==> config.mk <==
export PLATFORM = sky130hd
export DESIGN_NAME = ita_output_fifo
export DESIGN_NICKNAME = d
export VERILOG_FILES = /design/src/rtl/ita_output_fifo.sv
export SDC_FILE = /design/constraint.sdc
export NUM_CORES = 1
export LEC_CHECK = 0
export CORE_ASPECT_RATIO = 1.75
export CORE_UTILIZATION = 50
export DETAILED_ROUTE_END_ITERATION = 8
export GPL_TIMING_DRIVEN = 0
export PLACE_DENSITY = 0.68
export SLEW_MARGIN = 15
export SYNTH_ARGS = -nofsm -noshare
export SYNTH_HDL_FRONTEND = slang
export SYNTH_SLANG_ARGS = --single-unit
==> constraint.sdc <==
create_clock -name clk_i -period 32.3 [get_ports clk_i]
set_input_delay 4.845 -clock clk_i [delete_from_list [all_inputs] [get_ports clk_i]]
set_output_delay 4.845 -clock clk_i [all_outputs]
set_load 0.01 [all_outputs]
==> src/rtl/ita_output_fifo.sv <==
// Output FIFO for the activation stage: tracks issued beats through a fixed-latency
// pipe, stores arriving data, and raises stall early enough that in-flight beats always fit.
module ita_output_fifo #(
    parameter int unsigned N       = 16,
    parameter int unsigned WI      = 8,
    parameter int unsigned LATENCY = 4,
    parameter int unsigned DEPTH   = 8
) (
    input  logic                      clk_i,
    input  logic                      rst_ni,
    input  logic                      flush_i,
    input  logic                      valid_i,
    input  logic [N*WI-1:0]           data_i,
    output logic                      stall_o,
    output logic                      valid_o,
    input  logic                      ready_i,
    output logic [N*WI-1:0]           data_o,
    output logic [$clog2(DEPTH):0]    count_o,
    output logic                      overflow_o
);

    localparam int unsigned DW = N * WI;
    localparam int unsigned PW = $clog2(DEPTH);
    localparam int unsigned CW = PW + 1;
    localparam int unsigned IW = $clog2(LATENCY + 1);
    localparam int unsigned SW = CW + IW;

    logic [LATENCY-1:0] vsr_q;
    logic [PW-1:0]      wptr_q;
    logic [PW-1:0]      rptr_q;
    logic [CW-1:0]      count_q;
    logic               ovf_q;
    logic [DW-1:0]      mem [DEPTH];

    logic [IW-1:0]      inflight;
    logic               wr_en;
    logic               full;
    logic               pop;
    logic               push;
    logic               drop;

    // Occupancy bookkeeping; stall only looks at registered state.
    always_comb begin
        inflight = '0;
        for (int i = 0; i < int'(LATENCY); i++) begin
            inflight = inflight + IW'(vsr_q[i]);
        end
        wr_en   = vsr_q[LATENCY-1];
        full    = (count_q == CW'(DEPTH));
        valid_o = (count_q != '0);
        pop     = valid_o && ready_i;
        push    = wr_en && (!full || pop);
        drop    = wr_en && full && !pop;
        stall_o = (SW'(count_q) + SW'(inflight)) >= SW'(DEPTH);
        data_o  = mem[rptr_q];
    end

    assign count_o    = count_q;
    assign overflow_o = ovf_q;

    always_ff @(posedge clk_i or negedge rst_ni) begin
        if (!rst_ni) begin
            vsr_q   <= '0;
            wptr_q  <= '0;
            rptr_q  <= '0;
            count_q <= '0;
            ovf_q   <= 1'b0;
        end else if (flush_i) begin
            vsr_q   <= '0;
            wptr_q  <= '0;
            rptr_q  <= '0;
            count_q <= '0;
            ovf_q   <= 1'b0;
        end else begin
            vsr_q <= (vsr_q << 1) | LATENCY'(valid_i);
            if (push) begin
                wptr_q <= wptr_q + PW'(1);
            end
            if (pop) begin
                rptr_q <= rptr_q + PW'(1);
            end
            if (push && !pop) begin
                count_q <= count_q + CW'(1);
            end else if (pop && !push) begin
                count_q <= count_q - CW'(1);
            end
            if ((valid_i && stall_o) || drop) begin
                ovf_q <= 1'b1;
            end
        end
    end

    // Storage is deliberately left unreset.
    always_ff @(posedge clk_i) begin
        if (push && !flush_i) begin
            mem[wptr_q] <= data_i;
        end
    end

endmodule

======== Yosys cells after proc, flatten, opt, wreduce, memory -nomap -nowiden ========
Memories as Yosys holds them, arrays and structs flattened.
Cells that the tools add are included.
storage, ports and cells
  register bits after elaboration ......... 15
  bits in writable memories ............... 1024
  input bits .............................. 133
  output and inout bits ................... 135
  memories ................................ 1
memory list
  name  depth  width  read ports  clocked after Yosys merged registers in  wr ports  RTL line  source
  mem   8      128    1           0                                        1         33        logic [DW-1:0] mem [DEPTH];
cells by class
  add/subtract/negate cells ............... 8
  magnitude comparators ................... 1
  equal/unequal tests ..................... 1
  multiplexer cells ....................... 12
  bitwise gates (word level) .............. 1
  reductions and logical operators ........ 19
operators with widths
  kind                                                                    number
  4-bit 2-to-1 mux                                                        4
  3-bit 2-to-1 mux                                                        4
  1-bit logical AND                                                       8
  3-bit by 1-bit adder with 3-bit output (second input constant)          2
  2-bit nonzero test                                                      3
  4-bit by 3-bit adder with 5-bit output                                  1
  5-bit by 4-bit >= comparator with 1-bit output (second input constant)  1
  4-bit by 1-bit adder with 4-bit output (second input constant)          1
  4-bit equality test (second input constant)                             1
  1-bit logical NOT                                                       4
  1-bit 2-to-1 mux                                                        4
  4-bit by 1-bit OR with 4-bit output                                     1
  4-bit nonzero test                                                      1
  4-bit by 1-bit subtractor with 4-bit output (second input constant)     1
  2-bit by 1-bit adder with 3-bit output                                  1
  3-bit by 1-bit adder with 3-bit output                                  1
  3-bit nonzero test                                                      1
  1-bit by 1-bit adder with 2-bit output                                  1
  1-bit logical OR                                                        2

======== Depth between registers and ports, before layout ========
Gate-level depths: netlist of run 1.
  depth after elaboration ................. 9
  depth in mapped cells ................... 8
  gate-level depth less buffers ........... 8

======== Worst setup path before layout of run 1 ========
No wires, ideal clock.
  kind .................................... input to register
  from .................................... in flush_i
  to ...................................... mem mem[0][0] in the netlist's numbering, enable pin
  setup time .............................. 0.973 ns
  arrival ................................. 18.263 ns
  required time ........................... 31.327 ns
  path slack .............................. 13.064 ns
  stages on the path ...................... 3
  path buffers ............................ 1
  path through ............................ clkbuf_1 nor2_1 nor4b_1
between the ends
  longest elaborated chain between the ends .. 4
RTL lines
  element                                 RTL line  source
  from (decl)                             11        input logic flush_i,
  1-bit logical NOT                       95        if (push && !flush_i) begin
  1-bit logical AND                       95
  1-bit 2-to-1 mux                        95
  1-bit 2-to-1 mux (not written as such)  96        mem[wptr_q] <= data_i;
  to (decl)                               33
No other way between the ends.

======== Worst setup path after layout of run 1 ========
  from .................................... reg rptr_q[1]
  to ...................................... out data_o[71]
between the ends
  longest elaborated chain between the ends .. 1
RTL lines
  element                  RTL line  source
  from (decl)              30        logic [PW-1:0] rptr_q;
  from (signal assigned)   80        rptr_q <= rptr_q + PW'(1);
  memory read 8 x 128 bit  -
  to (decl)                17        output logic [N*WI-1:0] data_o,
No other way between the ends.

==> out/summary.md, run 1 <==
## Layout
- 0.321 — share of final-layout standard cells stronger than drive strength 1
- 5402 — number of filler cells placed in the layout
- 0.614 — final design utilization
- edfxtp_1, clkdlybuf4s50_1, mux4_2, mux2_2, clkbuf_16 — most used cells in the layout excluding fill and tap cells
- edfxtp_1 — most frequent standard cell in the layout excluding fill and tap cells
- 2216 — final net count
- 21.0% — Synth-to-Final Area Change

## STA
- no — RSZ-0062 raised after global routing
- 0.423 — slew margin rel.
- 8.45 ns — post-layout min period
- 23.85 ns — final worst slack
- 118 MHz — maximum clock frequency
- 0.0256 ns — post-route clock skew
- 0.262 — fraction of the cycle the final worst path needs
- 0 ns — TNS Setup
- 0 — Slew Viols, Final
- 0 — number of setup violations in the final report
- 0.865 ns — slew of the pin with the lowest slew margin
- 0 — count of endpoints failing hold in the final timing report

## Yosys
- 24.9 um2 — synthesized area per cell
- edfxtp_1 — area leader, netlist
- 39400 um2 — area of the mapped netlist
- 0.780 — area fraction of the dominant cell type after synthesis
- 1584 — gate count of the mapped netlist
- 0.789 — fraction of the yosys area taken by sequential cells
- edfxtp_1, mux4_2, mux2_2 — ranking of synthesized cells by area
- 0 — Synthesis Warnings
- 1039 — Yosys reg bits
- 40 — Netlist cell types
- 1726 — net count of the mapped netlist

## Worst setup path
- reg -> out — path type of the worst setup path
- 27.45 ns — endpoint required time on the critical path
- 11 — Register-to-Register Path Depth
- 10 — maximum fanout along the worst path
- count_o[1]$_DFFE_PN0P_ — Critical R2R Launch
- 3.60 ns — data arrival time of the critical path
- output pin — sort of element at the end of the critical path
- register — Setup crit start kind
- mem[0][93]$_DFFE_PP_ — endpoint of the worst register-to-register path
- 28.51 ns — setup slack, reg-to-reg

## GRT
- 128000 um — global-route wire length before repair
- 9 — initial antenna violation count
- 0.219 — total global routing track utilization
- 0 — total grt overflow
- 21 — maximum number of pins on one net before global-route repair
- 19.9k — number of global-route vias before repair

## Detailed routing
- 0 — remaining antenna violation count
- 18.2k — vias after detailed routing
- 5.74 — Avg Vias per Cell
- 26.9 um — wire per inst
- 0 — Post-route DRC
- 1510 — DRT iter0 DRCs
- 85400 um — detailed-route wire length
- 5 — number of search-and-repair iterations in the first detailed-routing pass

## Clock tree
- 89 — number of clock buffers inserted by TritonCTS
- 3 — H-tree Lvls
- 0 — count of hold-fix buffers inserted at cts
- 0.68 ns — clk_lat worst skew
- 1039 — clock sink count
- clkbuf_16 — Root Buffer Master
- 0 — cts repair resizes
- 0.06 ns — clock transition time at the flip-flop clock pins of the worst setup and hold paths
- built — TritonCTS clock tree
- 3 — Max Root-Sink Buffers
- 0 — Post-CTS Setup Bufs

## Pwr
- 0.0150 uW — leakage
- 67.1 nW/um2 — power density normalized to cell area
- 57.1 uV — maximum vdd ir drop

## Floorplanning
- 0.507 — initial core utilization
- 77700 um2 — core region area
- 135 — Placement Rows
- 373 um — die height
- 80000 um2 — Die Outline Area
- 268 — I/O pin count
- 214 um — Die X-Extent

## Placed design
- 0.717 — final RePlAce weighted congestion
- 266 — number of buffers added on ports
- 57100 um — Detailed Place HPWL
- 23.84 ns — Post-Place Worst Slack

## Status
- finished clean — run status

## Hold path
- vsr_q[2]$_DFF_PN0_ — worst hold path endpoint
- vsr_q[1]$_DFF_PN0_ — start point of the worst hold path
- 2 — number of cells on the worst hold path
- reg -> reg — worst hold-check path type

## Run
- 0 — number of max-capacitance violations reported

## synth_stat cells (all sizes together)
cell and number:
nor4 1, nor3 5, dfrtp 15, nor2b 4, nor2 15, or3 1
xnor2 2, a21oi 4, buf 53, edfxtp 1024, mux2i 3, fa 4
inv 7, nand3 2, and4b 1, xor2 5, o21ai 3, nor4b 1
mux2 129, a21o 1, nand4 1, clkbuf 24, a32oi 1, a211oi 1
o31ai 1, or2 1, or3b 1, mux4 256, nand2b 4, nand2 2
o2bb2ai 1, o211ai 3, o221a 1, ha 5, nand3b 1, o21bai 1
## critical path, cell delays in order, from the launching register on
cell and delay (ns):
dfrtp_1 0.35, buf_2 0.17, buf_2 0.45, buf_1 0.71, mux4_2 0.42, mux2_2 0.27
clkdlybuf4s50_1 0.56
## worst max path at each step
stage | start | to | slack (ns)
after floorplan | flush_i | mem[0][0]$_DFFE_PP_ | 13.06
after global routing | rptr_q[1]$_DFFE_PN0P_ | data_o[72] | 23.73
after CTS | rptr_q[1]$_DFFE_PN0P_ | data_o[68] | 23.72
after detailed placement | ready_i | mem[0][92]$_DFFE_PP_ | 23.84
after global placement | ready_i | mem[0][88]$_DFFE_PP_ | -2.12
final | rptr_q[1]$_DFFE_PN0P_ | data_o[71] | 23.85
## metal layers
layer / GRT usage / wire length [um] / up-vias
li1: - / - / 7767
met1: 0.289 / 35300 / 9804
met2: 0.369 / 43600 / 482
met3: 0.0464 / 4790 / 115
met4: 0.0644 / 1680 / 12
met5: 0 / 78 / -
## registers in the layout, indices dropped and copies added, names as in the netlist
name and count:
mem 1024, count_o 4, vsr_q 4, rptr_q 3
wptr_q 3, overflow_o 1
## layout make-up
cell class              count  area, um2  area share
diodes                      1       2.50   0.0000525
plain buffers              77        494      0.0104
clock buffers             113       2380      0.0499
clock inverters            46        581      0.0122
inverters                   7       26.3    0.000551
multi-input cells         461       7830       0.164
flip-flops and latches   1039      31100       0.653
well taps                1027       1280      0.0269
repair buffers            399       3960      0.0831
## stage by stage
stage	power (uW)	std cells	area (um2)	hold WS, ns
CTS	3230	3169	47700	0.504
finish	3200	3170	47700	0.499
floorplan	1910	1584	39400	0.466
global route	3310	3169	47700	0.517
detailed placement	2140	3010	44700	0.495
global placement	2140	2877	43400	0.494
## power by group
group	total [uW]	switching, uW	internal (uW)
Combinational	613	270	343
Clock	1100	470	626
Sequential	1490	5.47	1480
Total	3200	746	2450
## cells by family after synthesis
family	share of synthesized area
multiplexers	0.184
AND/OR/NAND/NOR	0.00530
adder cells (fa/ha/maj)	0.00362
XOR/XNOR	0.00156
flip-flops	0.789
AO/OA/AOI/OAI	0.00305
buffers and inverters	0.0132
(Power assumes the default switching activity.)
==> inputs of run 2 (changes only) <==
==> constraint.sdc (replaced) <==
create_clock -name clk_i -period 8.7 [get_ports clk_i]
set_input_delay 1.305 -clock clk_i [delete_from_list [all_inputs] [get_ports clk_i]]
set_output_delay 1.305 -clock clk_i [all_outputs]
set_load 0.01 [all_outputs]
==> out/summary.md, run 2 (synthesis results as in run 1) <==
## Layout
- 0.614 — final design utilization, about the same
- 1024 — number of flip-flops under the largest register name, unchanged
- mem — register ranked first by flip-flop count
- 21.0% — Synth-to-Final Area Change, about the same
- 3142 — Final Instance Count excl. Fillers, -0.88%
- 2186 — final net count, -1.4%
- 5409 — number of filler cells placed in the layout, +0.13%
- edfxtp_1, clkdlybuf4s50_1, mux4_2, mux2_2, clkbuf_16 — most used cells in the layout excluding fill and tap cells
- 0.310 — share of final-layout standard cells stronger than drive strength 1, -0.0112
- edfxtp_1 — most frequent standard cell in the layout excluding fill and tap cells

## Clock tree
- 89 — number of clock buffers inserted by TritonCTS, unchanged
- 3 — H-tree Lvls, unchanged
- clkbuf_16 — Root Buffer Master
- 0.68 ns — clk_lat worst skew, about the same
- 0 — count of hold-fix buffers inserted at cts, unchanged
- built — TritonCTS clock tree
- 1039 — clock sink count, unchanged
- 0 — cts repair resizes, unchanged
- 0 — Post-CTS Setup Bufs, unchanged
- 3 — Max Root-Sink Buffers, unchanged
- 0.06 ns — clock transition time at the flip-flop clock pins of the worst setup and hold paths, about the same

## Worst setup path
- 7.39 ns — endpoint required time on the critical path, -20.06 ns
- 0.72 ns — delay contributed by the slowest stage of the critical path, about the same
- buf_2 — most frequent cell on the critical path
- 10 — maximum fanout along the worst path, unchanged
- reg -> out — path type of the worst setup path
- buf_1 — cell at the slowest stage of the critical path
- register — Setup crit start kind
- buf_2 -> buf_2 -> buf_1 -> mux4_2 -> mux2_2 -> clkdlybuf4s50_1 — worst path cell trace
- output pin — sort of element at the end of the critical path
- 3.63 ns — data arrival time of the critical path, +0.03 ns

## GRT
- 22 — maximum number of pins on one net before global-route repair, +4.8%
- 125000 um — global-route wire length before repair, -2.7%
- 19.3k — number of global-route vias before repair, -2.8%
- 0.214 — total global routing track utilization, -0.00500
- 9 — initial antenna violation count, unchanged
- 0 — total grt overflow, unchanged

## STA
- 0 — number of setup violations in the final report, unchanged
- no — RSZ-0062 raised after global routing
- 4.94 ns — post-layout min period
- 0.567 — fraction of the cycle the final worst path needs
- 0.246 — slew margin rel., -0.177
- 0.0292 ns — post-route clock skew, +0.00362 ns
- 0 — Slew Viols, Final, unchanged
- 1.13 ns — slew of the pin with the lowest slew margin, +0.266 ns
- 0 — count of endpoints failing hold in the final timing report, unchanged
- 203 MHz — maximum clock frequency
- 3.76 ns — final worst slack, -20.09 ns

## Detailed routing
- 5.73 — Avg Vias per Cell, about the same
- 0 — remaining antenna violation count, unchanged
- 0 — Post-route DRC, unchanged
- 18.0k — vias after detailed routing, -0.93%
- 83600 um — detailed-route wire length, -2.1%
- 26.6 um — wire per inst, -1.2%
- 1394 — DRT iter0 DRCs, -7.7%
- 5 — number of search-and-repair iterations in the first detailed-routing pass, unchanged

## Floorplanning
- 0.507 — initial core utilization, unchanged
- 80000 um2 — Die Outline Area, unchanged
- 373 um — die height, unchanged
- 135 — Placement Rows, unchanged
- 268 — I/O pin count, unchanged
- 77700 um2 — core region area, unchanged
- 214 um — Die X-Extent, unchanged

## Pwr
- 2740 uW — switching power total, +270%
- 0.194 — share of total power in combinational logic, +0.002
- 0.472 — power share of the sequential group, +0.006
- 178 uV — maximum vdd ir drop, +210%
- 0.0148 uW — leakage, -1.0%
- 8960 uW — cell internal power dissipation, +270%
- 0.334 — Clock power frac, -0.009
- 246 nW/um2 — power density normalized to cell area, +270%
- 0.234 — switching part of the total power, +0.00131

## Run
- 0 — number of max-capacitance violations reported, unchanged

## Status
- finished clean — run status

## Hold path
- reg -> reg — worst hold-check path type

## Placed design
- 0.718 — final RePlAce weighted congestion, +0.13%
- 2980 — post-placement cell count, -1.0%
- 266 — number of buffers added on ports, unchanged
- 54800 um — Detailed Place HPWL, -4.1%
- 4.07 ns — Post-Place Worst Slack, -19.77 ns

-- run 2: cell types whose count changed in the layout (fill, tap and decap cells not counted), moves of 2 or more --
| cell | before | now |
|---|---|---|
| clkinv_4 | 1 | 3 |
| buf_12 | 15 | 11 |
| clkinv_1 | 15 | 20 |
| buf_2 | 37 | 7 |
| clkinv_2 | 10 | 12 |
| buf_16 | 6 | 12 |
| buf_8 | 0 | 15 |
| bufinv_16 | 13 | 8 |
| buf_6 | 44 | 61 |
| buf_4 | 64 | 30 |
-- run 2: path summary, 6_finish.rpt --
kind                                         from                     end  slack (ns)  cells past startpoint
max in group asynchronous                  rst_ni   wptr_q[0]$_DFFE_PN0P_        7.13                      1
hold / removal                 vsr_q[1]$_DFF_PN0_      vsr_q[2]$_DFF_PN0_        0.52                      2
min in group asynchronous                  rst_ni  count_o[3]$_DFFE_PN0P_        1.09                      1
hold reg to reg                vsr_q[1]$_DFF_PN0_      vsr_q[2]$_DFF_PN0_        0.52                      2
setup reg to reg           count_o[1]$_DFFE_PN0P_    mem[2][82]$_DFFE_PP_        5.26                     10
setup / recovery            rptr_q[1]$_DFFE_PN0P_              data_o[91]        3.76                      6
-- run 2: power by group through the flow --
stage	clock network (uW)	logic [uW]	registers [uW]
floorplan	0	1430	5640
global placement	0	2290	5640
detailed placement	0	2320	5640
CTS	3990	2330	5530
global route	4160	2430	5530
finish	3910	2270	5530
-- run 2: worst max-delay path: cells and delay by family, from the launching register on --
kind / cells / cell delay, ns
DFF: 1 / 0.35
buffers and inverters: 4 / 1.95
muxes: 2 / 0.68
-- run 2: metrics by stage --
stage           TNS, ns  hold slack (ns)  total power, uW  instance area, um2
2_1_floorplan   -694.98            0.466             7070               39500
3_3_place_gp   -7301.29            0.489             7930               43400
3_5_place_dp          0            0.511             7960               44800
4_1_cts               0            0.529            11800               47700
5_1_grt               0            0.547            12100               47700
6_report              0            0.523            11700               47700
-- run 2: cell type report --
class,count,area [um2],share of cell area
diodes,2,5.00,0.000105
plain buffers,77,493,0.0103
clock buffers,112,2390,0.0500
clock inverters,48,457,0.00958
inverters,7,26.3,0.000551
multi-input cells,461,7860,0.165
flip-flops and latches,1039,31100,0.653
well taps,1027,1280,0.0269
repair buffers,369,4060,0.0851
-- run 2: per-layer routing --
metal	part of all wire	global-route usage	wire, um
met1	0.41	0.285	34300
met2	0.51	0.359	42800
met3	0.058	0.0400	4870
met4	0.019	0.0708	1630
met5	0.00084	0	70
